**src/rtl/hazard_ctrl.sv**
```systemverilog
// Pipeline hazard controller: load-use stalls, EX-resolved redirects and data-memory waits,
// with stall/redirect performance counters and a sticky memory-timeout flag.
module hazard_ctrl #(
   parameter int unsigned MEM_TIMEOUT = 255,
   parameter int unsigned CNT_W       = 32
) (
   input  logic             clk,
   input  logic             reset,
   input  logic             id_ex_MemRead,
   input  logic [4:0]       id_ex_rt,
   input  logic [4:0]       if_id_rs,
   input  logic [4:0]       if_id_rt,
   input  logic             if_id_uses_rt,
   input  logic             ex_branch_valid,
   input  logic             ex_branch_taken,
   input  logic             ex_pred_taken,
   input  logic             id_ex_Jr,
   input  logic             mem_req,
   input  logic             mem_ready,
   output logic             hazard_pcStall,
   output logic             hazard_pcFromTaken,
   output logic             if_id_stall,
   output logic             if_id_flush,
   output logic             id_ex_flush,
   output logic             pipe_stall,
   output logic             mem_timeout,
   output logic [CNT_W-1:0] stall_cnt,
   output logic [CNT_W-1:0] flush_cnt
);

   typedef enum logic [1:0] {RUN, SHADOW, MEM_WAIT} state_t;

   localparam logic [15:0] TIMEOUT = 16'(MEM_TIMEOUT);

   state_t      state;
   logic [15:0] wait_cnt;
   logic [15:0] wait_cnt_inc;

   logic memwait;
   logic mispredict;
   logic loaduse;
   logic redirect;
   logic bubble;

   always_comb begin
      memwait  = mem_req & ~mem_ready;
      // EX holds a flushed bubble in SHADOW, so its branch/jr signals are stale there.
      mispredict = (state != SHADOW) &
                   ((ex_branch_valid & (ex_branch_taken != ex_pred_taken)) | id_ex_Jr);
      loaduse  = id_ex_MemRead & (id_ex_rt != 5'd0) &
                 ((id_ex_rt == if_id_rs) | (if_id_uses_rt & (id_ex_rt == if_id_rt)));
      redirect = ~memwait & mispredict;
      bubble   = ~memwait & ~mispredict & loaduse;
      wait_cnt_inc = (wait_cnt >= TIMEOUT) ? TIMEOUT : wait_cnt + 16'd1;
   end

   assign hazard_pcStall     = ~reset & (memwait | bubble);
   assign hazard_pcFromTaken = ~reset & redirect;
   assign if_id_stall        = ~reset & (memwait | bubble);
   assign if_id_flush        = ~reset & redirect;
   assign id_ex_flush        = ~reset & (redirect | bubble);
   assign pipe_stall         = ~reset & memwait;

   always_ff @(posedge clk or posedge reset) begin
      if (reset) begin
         state       <= RUN;
         wait_cnt    <= 16'd0;
         mem_timeout <= 1'b0;
         stall_cnt   <= '0;
         flush_cnt   <= '0;
      end else begin
         if (hazard_pcStall)
            stall_cnt <= stall_cnt + 1'b1;
         if (memwait) begin
            state    <= MEM_WAIT;
            wait_cnt <= wait_cnt_inc;
            if (wait_cnt_inc == TIMEOUT)
               mem_timeout <= 1'b1;
         end else begin
            wait_cnt <= 16'd0;
            if (redirect) begin
               state     <= SHADOW;
               flush_cnt <= flush_cnt + 1'b1;
            end else begin
               state <= RUN;
            end
         end
      end
   end

endmodule

```
**config.mk**
```make
export PLATFORM = sky130hd
export DESIGN_NAME = hazard_ctrl
export DESIGN_NICKNAME = d
export VERILOG_FILES = /design/src/rtl/hazard_ctrl.sv
export SDC_FILE = /design/constraint.sdc
export NUM_CORES = 1
export LEC_CHECK = 0
export ABC_AREA = 1
export CAP_MARGIN = 15
export CORE_ASPECT_RATIO = 1.2
export CORE_UTILIZATION = 50
export DETAILED_ROUTE_END_ITERATION = 6
export DONT_BUFFER_PORTS = 1
export GPL_ROUTABILITY_DRIVEN = 0
export MAX_ROUTING_LAYER = met4
export PLACE_DENSITY = 0.62
export SKIP_LAST_GASP = 1
export SLEW_MARGIN = 10
export SYNTH_ARGS = -nofsm -noshare
export SYNTH_HDL_FRONTEND = slang
export SYNTH_SLANG_ARGS = --single-unit
```
**constraint.sdc**
```tcl
create_clock -name clk -period 5.5 [get_ports clk]
set_input_delay 0.55 -clock clk [delete_from_list [all_inputs] [get_ports clk]]
set_output_delay 0.55 -clock clk [all_outputs]
set_load 0.005 [all_outputs]
```
# Yosys cells after proc, flatten, opt, wreduce, memory -nomap -nowiden
# Cells that the tools add are included.
[totals]
regBits = 83
inputBits = 25
output_inout_bits = 71
elab_cells = 42
[classes]
addsub = 3
n_lt_le_gt_ge = 1
eq_ne = 5
muxes = 4
n_bitwise = 21
reduce_logical = 3
[ops]
columns = ["operator", "n"]
rows = [
  ["$add 32x1->32 const B", 2],
  ["$mux 16", 2],
  ["$add 16x1->16 const B", 1],
  ["$eq 16x8->1 const B", 1],
  ["$ge 16x8->1 const B", 1],
  ["$and 1x1->1", 13],
  ["$eq 5x5->1", 2],
  ["$reduce_bool 5->1", 1],
  ["$not 1->1", 4],
  ["$or 1x1->1", 4],
  ["$reduce_and 2->1", 2],
  ["$mux 2", 1],
  ["$ne 2x1->1 const B", 1],
  ["$mux 1", 1],
  ["$ne 1x1->1", 1],
]

# Logic depth before layout (Yosys ltp)
# Gate-level depths: netlist of the first run.
[logic_depth]
word_depth = 9
ltp_mapped = 12
ltp_nobuf = 12

# Worst setup path before layout of the first run
# Ideal clock, no wire load.
[synth_timing]
kind = "input -> output"
from = "input reset"
to = "output if_id_stall"
t_arrival_ns = 2.355
t_required_ns = 4.950
slack_ns = 2.595
cell_stages = 9
path_buffers = 2
cell_sequence = "inv_2 > nand2_1 > nor2_1 > o21ai_1 > nor2_1 > nand2_2 > nand2_2 > buf_6 > buf_4"
[synth_between]
elab_chain_cells = 2
[synth_rtl]
columns = ["element", "line_no", "rtl"]
rows = [
  ["from (decl)", "8", "input logic reset,"],
  ["$not 1->1", "-", ""],
  ["$and 1x1->1", "-", ""],
  ["to (decl)", "22", "output logic if_id_stall,"],
]
# No other way between the ends.

# Worst setup path after layout of the first run
[layout_timing]
from = "register state[1]"
to = "output hazard_pcStall"
[layout_between]
elab_chain_cells = 7
[layout_rtl]
columns = ["element", "line_no", "rtl"]
rows = [
  ["from (decl)", "35", "state_t state;"],
  ["from (signal assigned)", "66", "state <= RUN;"],
  ["from (signal assigned)", "75", "state <= MEM_WAIT;"],
  ["from (signal assigned)", "82", "state <= SHADOW;"],
  ["$ne 2x1->1", "48", "mispredict = (state != SHADOW) &"],
  ["$and 1x1->1", "48", ""],
  ["$not 1->1", "53", "bubble = ~memwait & ~mispredict & loaduse;"],
  ["$and 1x1->1 (2 in a row)", "53", ""],
  ["$or 1x1->1", "57", "assign hazard_pcStall = ~reset & (memwait | bubble);"],
  ["$and 1x1->1", "57", ""],
  ["to (decl)", "20", "output logic hazard_pcStall,"],
]
# No other way between the ends.

==> results of run 1 <==
[path summary, 6_finish.rpt]
| path | start | to | slack (ps) | depth (start not counted) |
|---|---|---|---|---|
| worst min register to register | mem_timeout$_DFFE_PP0P_ | mem_timeout$_DFFE_PP0P_ | 500 | 2 |
| min in group asynchronous | reset | state[0]$_DFF_PP0_ | 430 | 2 |
| worst min-delay path | mem_ready | state[1]$_DFF_PP0_ | 300 | 1 |
| max in group asynchronous | reset | stall_cnt[30]$_DFFE_PP0P_ | 4400 | 2 |
| worst max register to register | state[1]$_DFF_PP0_ | stall_cnt[23]$_DFFE_PP0P_ | 3420 | 9 |
| worst max-delay path | state[1]$_DFF_PP0_ | hazard_pcStall | 2810 | 7 |
[sequential cells by signal, indices dropped and copies added (netlist names)]
name         flops
stall_cnt       32
flush_cnt       32
mem_timeout      1
wait_cnt        16
state            2
[routing by layer]
layer	track usage, %	up-vias	wire length, µm
met5	-	-	0
met1	27.9	2097	5080
li1	-	2362	-
met4	11.3	0	388
met2	43.0	127	6280
met3	8.03	32	808
[kinds of logic after synthesis]
logic type	share of synthesized area [%]
AO/OA/AOI/OAI	1.93
buffers and inverters	7.52
XOR/XNOR	6.66
AND/OR/NAND/NOR	43.6
flip-flops	39.5
adder cells (fa/ha/maj)	0.714
other	0.0713
[layout make-up]
cell class              count  area, µm²  area share, %
well taps                 126        158           2.77
flip-flops and latches     83       2080           36.5
multi-input cells         589       2810           49.3
inverters                  82        312           5.47
repair buffers              2       15.0          0.264
clock inverters             4       73.8           1.30
clock buffers              11        253           4.44
[placed cells by master, fill, tap and decap left out, types with 2 or more instances in the layout]
cell type | Yosys | layout
sky130_fd_sc_hd__clkinv_2 | 0 | 2
sky130_fd_sc_hd__nor3_2 | 4 | 4
sky130_fd_sc_hd__nor2_1 | 90 | 90
sky130_fd_sc_hd__o21ai_0 | 8 | 8
sky130_fd_sc_hd__inv_1 | 71 | 71
sky130_fd_sc_hd__buf_4 | 4 | 2
sky130_fd_sc_hd__conb_1 | 1 | 8
sky130_fd_sc_hd__o21bai_1 | 2 | 2
sky130_fd_sc_hd__nand3_1 | 61 | 61
sky130_fd_sc_hd__nand3b_1 | 12 | 12
sky130_fd_sc_hd__nor2_4 | 7 | 7
sky130_fd_sc_hd__dfrtp_1 | 83 | 83
sky130_fd_sc_hd__nor3_1 | 18 | 18
sky130_fd_sc_hd__nand2_2 | 4 | 4
sky130_fd_sc_hd__a21oi_1 | 4 | 4
sky130_fd_sc_hd__nor2_2 | 3 | 3
sky130_fd_sc_hd__ha_1 | 3 | 3
sky130_fd_sc_hd__nand2_4 | 2 | 2
sky130_fd_sc_hd__inv_2 | 10 | 9
sky130_fd_sc_hd__bufinv_16 | 0 | 2
sky130_fd_sc_hd__xor2_1 | 29 | 29
sky130_fd_sc_hd__nor2_8 | 2 | 2
sky130_fd_sc_hd__o21ai_1 | 4 | 4
sky130_fd_sc_hd__nand2_1 | 306 | 306
sky130_fd_sc_hd__xnor2_1 | 11 | 11
sky130_fd_sc_hd__clkbuf_8 | 0 | 2
sky130_fd_sc_hd__clkbuf_16 | 0 | 9
sky130_fd_sc_hd__nand4_1 | 4 | 4
[stage by stage]
| step | util, % | worst slack [ps] | total power, µW | hold slack (ps) |
|---|---|---|---|---|
| detailed placement | 53.1 | 2830 | 900 | 484 |
| CTS | 56.4 | 2780 | 1570 | 285 |
| global route | 56.4 | 2610 | 1630 | 283 |
| floorplan | - | 2600 | 857 | 457 |
| global placement | 53.1 | 2870 | 896 | 489 |
| finish | 56.4 | 2810 | 1550 | 295 |
[power by group]
group / internal (µW) / total (µW) / switching [µW]
Sequential: 655 / 732 / 76.7
Combinational: 56.0 / 156 / 100
Clock: 420 / 662 / 242
Total: 1130 / 1550 / 419
==> metrics.txt, run 1 <==
# TYPE chip_impl_metric gauge
chip_impl_metric{name="nFillCells",unit=""} 971
chip_impl_metric{name="cts_repair_resize_count",unit=""} 0
chip_impl_metric{name="layout.cell_area.non_filler",unit="µm²"} 5700
chip_impl_metric{name="die_height",unit="µm"} 114
chip_impl_metric{name="avgViaCountPerCell",unit=""} 5.15
chip_impl_metric{name="final_antenna_net_count",unit=""} 0
chip_impl_info{name="worstSetupPathType",value="reg -> out"} 1
chip_impl_metric{name="static_leakage",unit="µW"} 0.00284
chip_impl_info{name="yosys-top-cells-count",value="sky130_fd_sc_hd__nand2_1 (306), sky130_fd_sc_hd__nor2_1 (90), sky130_fd_sc_hd__dfrtp_1 (83), sky130_fd_sc_hd__inv_1 (71), sky130_fd_sc_hd__nand3_1 (61)"} 1
chip_impl_metric{name="synth.yosys.seq_area_share",unit="%"} 39.5
chip_impl_metric{name="place_hpwl",unit="mm"} 9.25
chip_impl_metric{name="clkLatencyLatePin",unit="ps"} 340
chip_impl_metric{name="die_area",unit="µm²"} 10900
chip_impl_info{name="critPathSlowestCell",value="sky130_fd_sc_hd__nand2_2"} 1
chip_impl_metric{name="max_clock_freq",unit="MHz"} 372
chip_impl_metric{name="critical_path_buf_inv_count",unit=""} 2
chip_impl_info{name="cts_tree",value="built"} 1
chip_impl_info{name="crit_path_cell_trace",value="inv_1, nand2_1, nand2_1, inv_1, nor2_1, nand2_2, nand2_2"} 1
chip_impl_metric{name="ioPinCount",unit=""} 96
chip_impl_metric{name="layout_cell_share_with_drive_strength_beyond_1",unit="%"} 7.13
chip_impl_metric{name="cap_viol_max_count",unit=""} 0
chip_impl_metric{name="ys_types",unit=""} 36
chip_impl_metric{name="clock_path_buffers",unit=""} 2
chip_impl_metric{name="die_w",unit="µm"} 95.6
chip_impl_metric{name="ys_ff_latch",unit=""} 83
chip_impl_metric{name="port_buffers",unit=""} 0
chip_impl_metric{name="drt_wl_total",unit="mm"} 12.6
chip_impl_metric{name="cts_num_sinks",unit=""} 83
chip_impl_metric{name="syn-instance-count",unit=""} 762
chip_impl_info{name="clockRootBuffer",value="sky130_fd_sc_hd__clkbuf_16"} 1
chip_impl_metric{name="placed_area",unit="µm²"} 5370
chip_impl_metric{name="synth_top_area_share",unit="%"} 39.5
chip_impl_metric{name="antenna_found_initial",unit=""} 0
chip_impl_metric{name="grt_pass1_wl",unit="mm"} 21.2
chip_impl_metric{name="timing_hold_violations_final",unit=""} 0
chip_impl_metric{name="max_slew_margin",unit="%"} 31.7
chip_impl_metric{name="insertedDiodeCount",unit=""} 0
chip_impl_info{name="synthTopCellsByArea",value="sky130_fd_sc_hd__dfrtp_1 (40%), sky130_fd_sc_hd__nand2_1 (22%), sky130_fd_sc_hd__nor2_1 (6.4%)"} 1
chip_impl_metric{name="synthesis.yosys.warnings",unit=""} 0
chip_impl_info{name="ys.flop_type",value="sky130_fd_sc_hd__dfrtp_1"} 1
chip_impl_metric{name="critPathRequiredTime",unit="ps"} 4950
chip_impl_metric{name="cp_data_arrival_time",unit="ps"} 2140
chip_impl_metric{name="power_density",unit="nW/µm²"} 272
chip_impl_info{name="rsz0062_at_grt",value="false"} 1
chip_impl_metric{name="detail_route.drc_violations",unit=""} 0
chip_impl_metric{name="nets",unit=""} 795
chip_impl_metric{name="flow.area_growth_from_synthesis",unit="%"} 8.40
chip_impl_metric{name="vias",unit=""} 4618
chip_impl_metric{name="drtIter0Drc",unit=""} 158
chip_impl_info{name="crit_path_end_kind",value="output pin"} 1
chip_impl_info{name="worstHoldPathType",value="in -> reg"} 1
chip_impl_metric{name="slew_violations",unit=""} 0
chip_impl_metric{name="row_count",unit=""} 40
chip_impl_metric{name="crit_fanout",unit=""} 34
chip_impl_metric{name="timing.final.setup_violations",unit=""} 0
chip_impl_info{name="run_status",value="finished, final reports clean"} 1
chip_impl_metric{name="drtPass1Iterations",unit=""} 4
chip_impl_metric{name="design.core.area",unit="µm²"} 10100
chip_impl_metric{name="summed_negative_setup_slack_over_all_endpoints",unit="ps"} 0
chip_impl_metric{name="cts-htree-levels",unit=""} 3
chip_impl_info{name="synth_top_cell_by_area",value="sky130_fd_sc_hd__dfrtp_1"} 1
chip_impl_metric{name="synth_edf_count",unit=""} 0
chip_impl_metric{name="cts.clk_slew.worst_paths",unit="ps"} 60
chip_impl_metric{name="asyncSetResetFlopFracSynth",unit="%"} 100
chip_impl_metric{name="holdBufCountCts",unit=""} 0
chip_impl_metric{name="dp_cells",unit=""} 882
chip_impl_metric{name="postCtsSetupRepairBufs",unit=""} 0
chip_impl_metric{name="start_util",unit="%"} 52.0
chip_impl_metric{name="fin_crit",unit="ps"} 2690
chip_impl_metric{name="grt_pass1_vias",unit=""} 4584
chip_impl_metric{name="synthesis.area",unit="µm²"} 5260
chip_impl_metric{name="postSynthAreaPerCell",unit="µm²"} 6.90
chip_impl_metric{name="worstMarginPinSlew",unit="ps"} 1020
chip_impl_metric{name="route.detailed.wl_per_inst",unit="µm"} 14.0
chip_impl_metric{name="cts-buffers-inserted",unit=""} 9
chip_impl_metric{name="peakVddDrop",unit="mV"} 0.180
chip_impl_metric{name="pin_count_of_the_biggest_net_entering_global_routing",unit=""} 84
chip_impl_info{name="critical_path.startpoint_type",value="register"} 1
chip_impl_info{name="path_delay_family",value="simple AND/OR/NAND/NOR gates"} 1
chip_impl_metric{name="critical_path.max_stage_delay",unit="ps"} 710
chip_impl_metric{name="grt_overflow",unit=""} 0
chip_impl_metric{name="global_route.usage.total",unit="%"} 25.8
chip_impl_metric{name="finalCritPeriodShare",unit="%"} 48.9
chip_impl_metric{name="clock_skew",unit="ps"} 4.33
chip_impl_metric{name="post_route_non_filler_standard_cell_count",unit=""} 897
chip_impl_info{name="synth.most_common_cell",value="sky130_fd_sc_hd__nand2_1"} 1
Note: power is estimated with default switching activity, not from simulation.
==> run 2: changes to the inputs <==
clock period = 2.7 ns   (was 5.5 ns; I/O delays follow)
==> metrics.txt, run 2 (synthesized netlist as in run 1, its figures left out) <==
# TYPE chip_impl_metric gauge
chip_impl_metric{name="pin_count_of_the_biggest_net_entering_global_routing",unit=""} 84
chip_impl_metric{name="detail_route.drc_violations",unit=""} 0
chip_impl_metric{name="postCtsSetupRepairBufs",unit=""} 0
chip_impl_metric{name="cts_num_sinks",unit=""} 83
chip_impl_metric{name="insertedDiodeCount",unit=""} 0
chip_impl_metric{name="cts_repair_resize_count",unit=""} 0
chip_impl_metric{name="grt_pass1_wl",unit="mm"} 21.7
chip_impl_metric{name="critPathRequiredTime",unit="ps"} 2430
chip_impl_metric{name="power_density",unit="nW/µm²"} 545
chip_impl_metric{name="global_route.usage.total",unit="%"} 26.7
chip_impl_metric{name="summed_negative_setup_slack_over_all_endpoints",unit="ps"} 0
chip_impl_info{name="most-common-layout-cells",value="sky130_fd_sc_hd__nand2_1 (306), sky130_fd_sc_hd__nor2_1 (90), sky130_fd_sc_hd__dfrtp_1 (83), sky130_fd_sc_hd__inv_1 (71), sky130_fd_sc_hd__nand3_1 (61)"} 1
chip_impl_metric{name="power.share.switching",unit="%"} 27.8
chip_impl_metric{name="clkPwrFrac",unit="%"} 41.6
chip_impl_metric{name="layout.cell_area.non_filler",unit="µm²"} 5730
chip_impl_metric{name="avgViaCountPerCell",unit=""} 5.18
chip_impl_metric{name="nets",unit=""} 799
chip_impl_metric{name="clock_skew",unit="ps"} 4.98
chip_impl_metric{name="die_area",unit="µm²"} 10900
chip_impl_metric{name="critical_path.max_stage_delay",unit="ps"} 510
chip_impl_info{name="largest_registers",value="flush_cnt (32), stall_cnt (32), wait_cnt (16)"} 1
chip_impl_metric{name="peakVddDrop",unit="mV"} 0.343
chip_impl_metric{name="drt_wl_total",unit="mm"} 13.0
chip_impl_metric{name="holdBufCountCts",unit=""} 0
chip_impl_metric{name="power_report.internal_total",unit="µW"} 2250
chip_impl_metric{name="final_antenna_net_count",unit=""} 0
chip_impl_metric{name="worstMarginPinSlew",unit="ps"} 687
chip_impl_metric{name="cts-htree-levels",unit=""} 3
chip_impl_info{name="violated_checks",value="hold timing"} 1
chip_impl_metric{name="row_count",unit=""} 40
chip_impl_metric{name="static_leakage",unit="µW"} 0.00284
chip_impl_metric{name="die_w",unit="µm"} 95.6
chip_impl_metric{name="antenna_found_initial",unit=""} 0
chip_impl_info{name="clockRootBuffer",value="sky130_fd_sc_hd__clkbuf_16"} 1
chip_impl_metric{name="finalCritPeriodShare",unit="%"} 69.6
chip_impl_metric{name="timing_hold_violations_final",unit=""} 38
chip_impl_metric{name="clkLatencyLatePin",unit="ps"} 340
chip_impl_metric{name="cts-buffers-inserted",unit=""} 9
chip_impl_metric{name="max_clock_freq",unit="MHz"} 532
chip_impl_metric{name="start_util",unit="%"} 52.0
chip_impl_info{name="run_status",value="complete, but fails checks"} 1
chip_impl_metric{name="fin_worst_hold_slack",unit="ps"} -47.3
chip_impl_metric{name="crit_fanout",unit=""} 34
chip_impl_info{name="layout_commonest_cell",value="sky130_fd_sc_hd__nand2_1"} 1
chip_impl_metric{name="sequential_share_of_power",unit="%"} 47.8
chip_impl_info{name="cts_tree",value="built"} 1
chip_impl_metric{name="port_buffers",unit=""} 0
chip_impl_metric{name="vias",unit=""} 4665
chip_impl_info{name="worstSetupPathType",value="reg -> out"} 1
chip_impl_info{name="crit_path_end_kind",value="output pin"} 1
chip_impl_metric{name="combPwrFrac",unit="%"} 10.6
chip_impl_metric{name="grt_pass1_vias",unit=""} 4632
chip_impl_metric{name="die_height",unit="µm"} 114
chip_impl_info{name="rsz0062_at_grt",value="false"} 1
chip_impl_metric{name="cap_viol_max_count",unit=""} 0
chip_impl_metric{name="design.core.area",unit="µm²"} 10100
chip_impl_metric{name="layout_cell_share_with_drive_strength_beyond_1",unit="%"} 7.49
chip_impl_metric{name="switchingPower",unit="µW"} 867
chip_impl_metric{name="drtPass1Iterations",unit=""} 4
chip_impl_metric{name="max_slew_margin",unit="%"} 54.1
chip_impl_metric{name="timing.final.setup_violations",unit=""} 0
chip_impl_metric{name="final_core_util",unit="%"} 56.6
chip_impl_metric{name="drtIter0Drc",unit=""} 232
chip_impl_metric{name="cts.clk_slew.worst_paths",unit="ps"} 60
chip_impl_metric{name="fin_crit",unit="ps"} 1880
chip_impl_info{name="crit_path_cell_trace",value="inv_1, nand2_1, nand2_1, inv_1, nor2_1, nand2_2, nand2_2"} 1
chip_impl_metric{name="cp_data_arrival_time",unit="ps"} 1610
chip_impl_metric{name="flow.area_growth_from_synthesis",unit="%"} 8.95
chip_impl_metric{name="ioPinCount",unit=""} 96
chip_impl_info{name="worstHoldPathType",value="in -> async"} 1
chip_impl_info{name="critPathSlowestCell",value="sky130_fd_sc_hd__nand2_2"} 1
chip_impl_metric{name="route.detailed.wl_per_inst",unit="µm"} 14.4
chip_impl_metric{name="place_hpwl",unit="mm"} 9.62
chip_impl_metric{name="placed_area",unit="µm²"} 5390
chip_impl_metric{name="slew_violations",unit=""} 0
chip_impl_metric{name="clock_path_buffers",unit=""} 2
chip_impl_metric{name="grt_overflow",unit=""} 0
chip_impl_info{name="critical_path.startpoint_type",value="register"} 1
==> run 2: layout make-up <==
type                    instances  area [µm²]
fillers                       975        4380
multi-input cells             589        2810
flip-flops and latches         83        2080
inverters                      82         312
clock buffers                   9         225
well taps                     126         158
clock inverters                 5        80.1
repair buffers                  6        65.1
==> run 2: final timing paths <==
kind / startpoint / cells after the start / slack (ps) / endpoint
worst max-delay path: state[1]$_DFF_PP0_ / 7 / 820 / hazard_pcStall
worst min register to register: mem_timeout$_DFFE_PP0P_ / 2 / 500 / mem_timeout$_DFFE_PP0P_
worst max register to register: stall_cnt[0]$_DFFE_PP0P_ / 10 / 910 / stall_cnt[30]$_DFFE_PP0P_
worst min-delay path: reset / 2 / -50 / wait_cnt[3]$_DFF_PP0_
min in group clk: mem_ready / 1 / 10 / state[1]$_DFF_PP0_
max in group asynchronous: reset / 3 / 2150 / flush_cnt[21]$_DFFE_PP0P_
==> run 2: layer usage <==
metal	global-route usage, %	up-vias	routed length [µm]
met5	-	-	0
met1	29.5	2136	5300
li1	-	2360	-
met2	43.8	130	6460
met3	5.91	39	639
met4	15.5	0	559
==> run 2: worst max-delay path: cells and delay by family (launching register included) <==
family	cells	cell delay, ps
buf+inv	2	90
flops	1	360
simple gates	5	810
==> run 2: power groups by stage <==
stage / registers [µW] / clock network (µW) / logic [µW]
after global routing: 1510 / 1380 / 392
after floorplan: 1470 / 0 / 271
final: 1490 / 1300 / 330
after detailed placement: 1510 / 0 / 331
after CTS: 1490 / 1330 / 330
after global placement: 1510 / 0 / 318
==> run 2: stage by stage <==
stage               total power (µW)  setup slack (ps)  std cells  hold slack (ps)
finish                          3120               821        900            -47.3
global route                    3280               640        900            0.485
CTS                             3150               778        899             2.35
detailed placement              1840               874        885              368
global placement                1830               895        885              365
floorplan                       1750               355        769              354
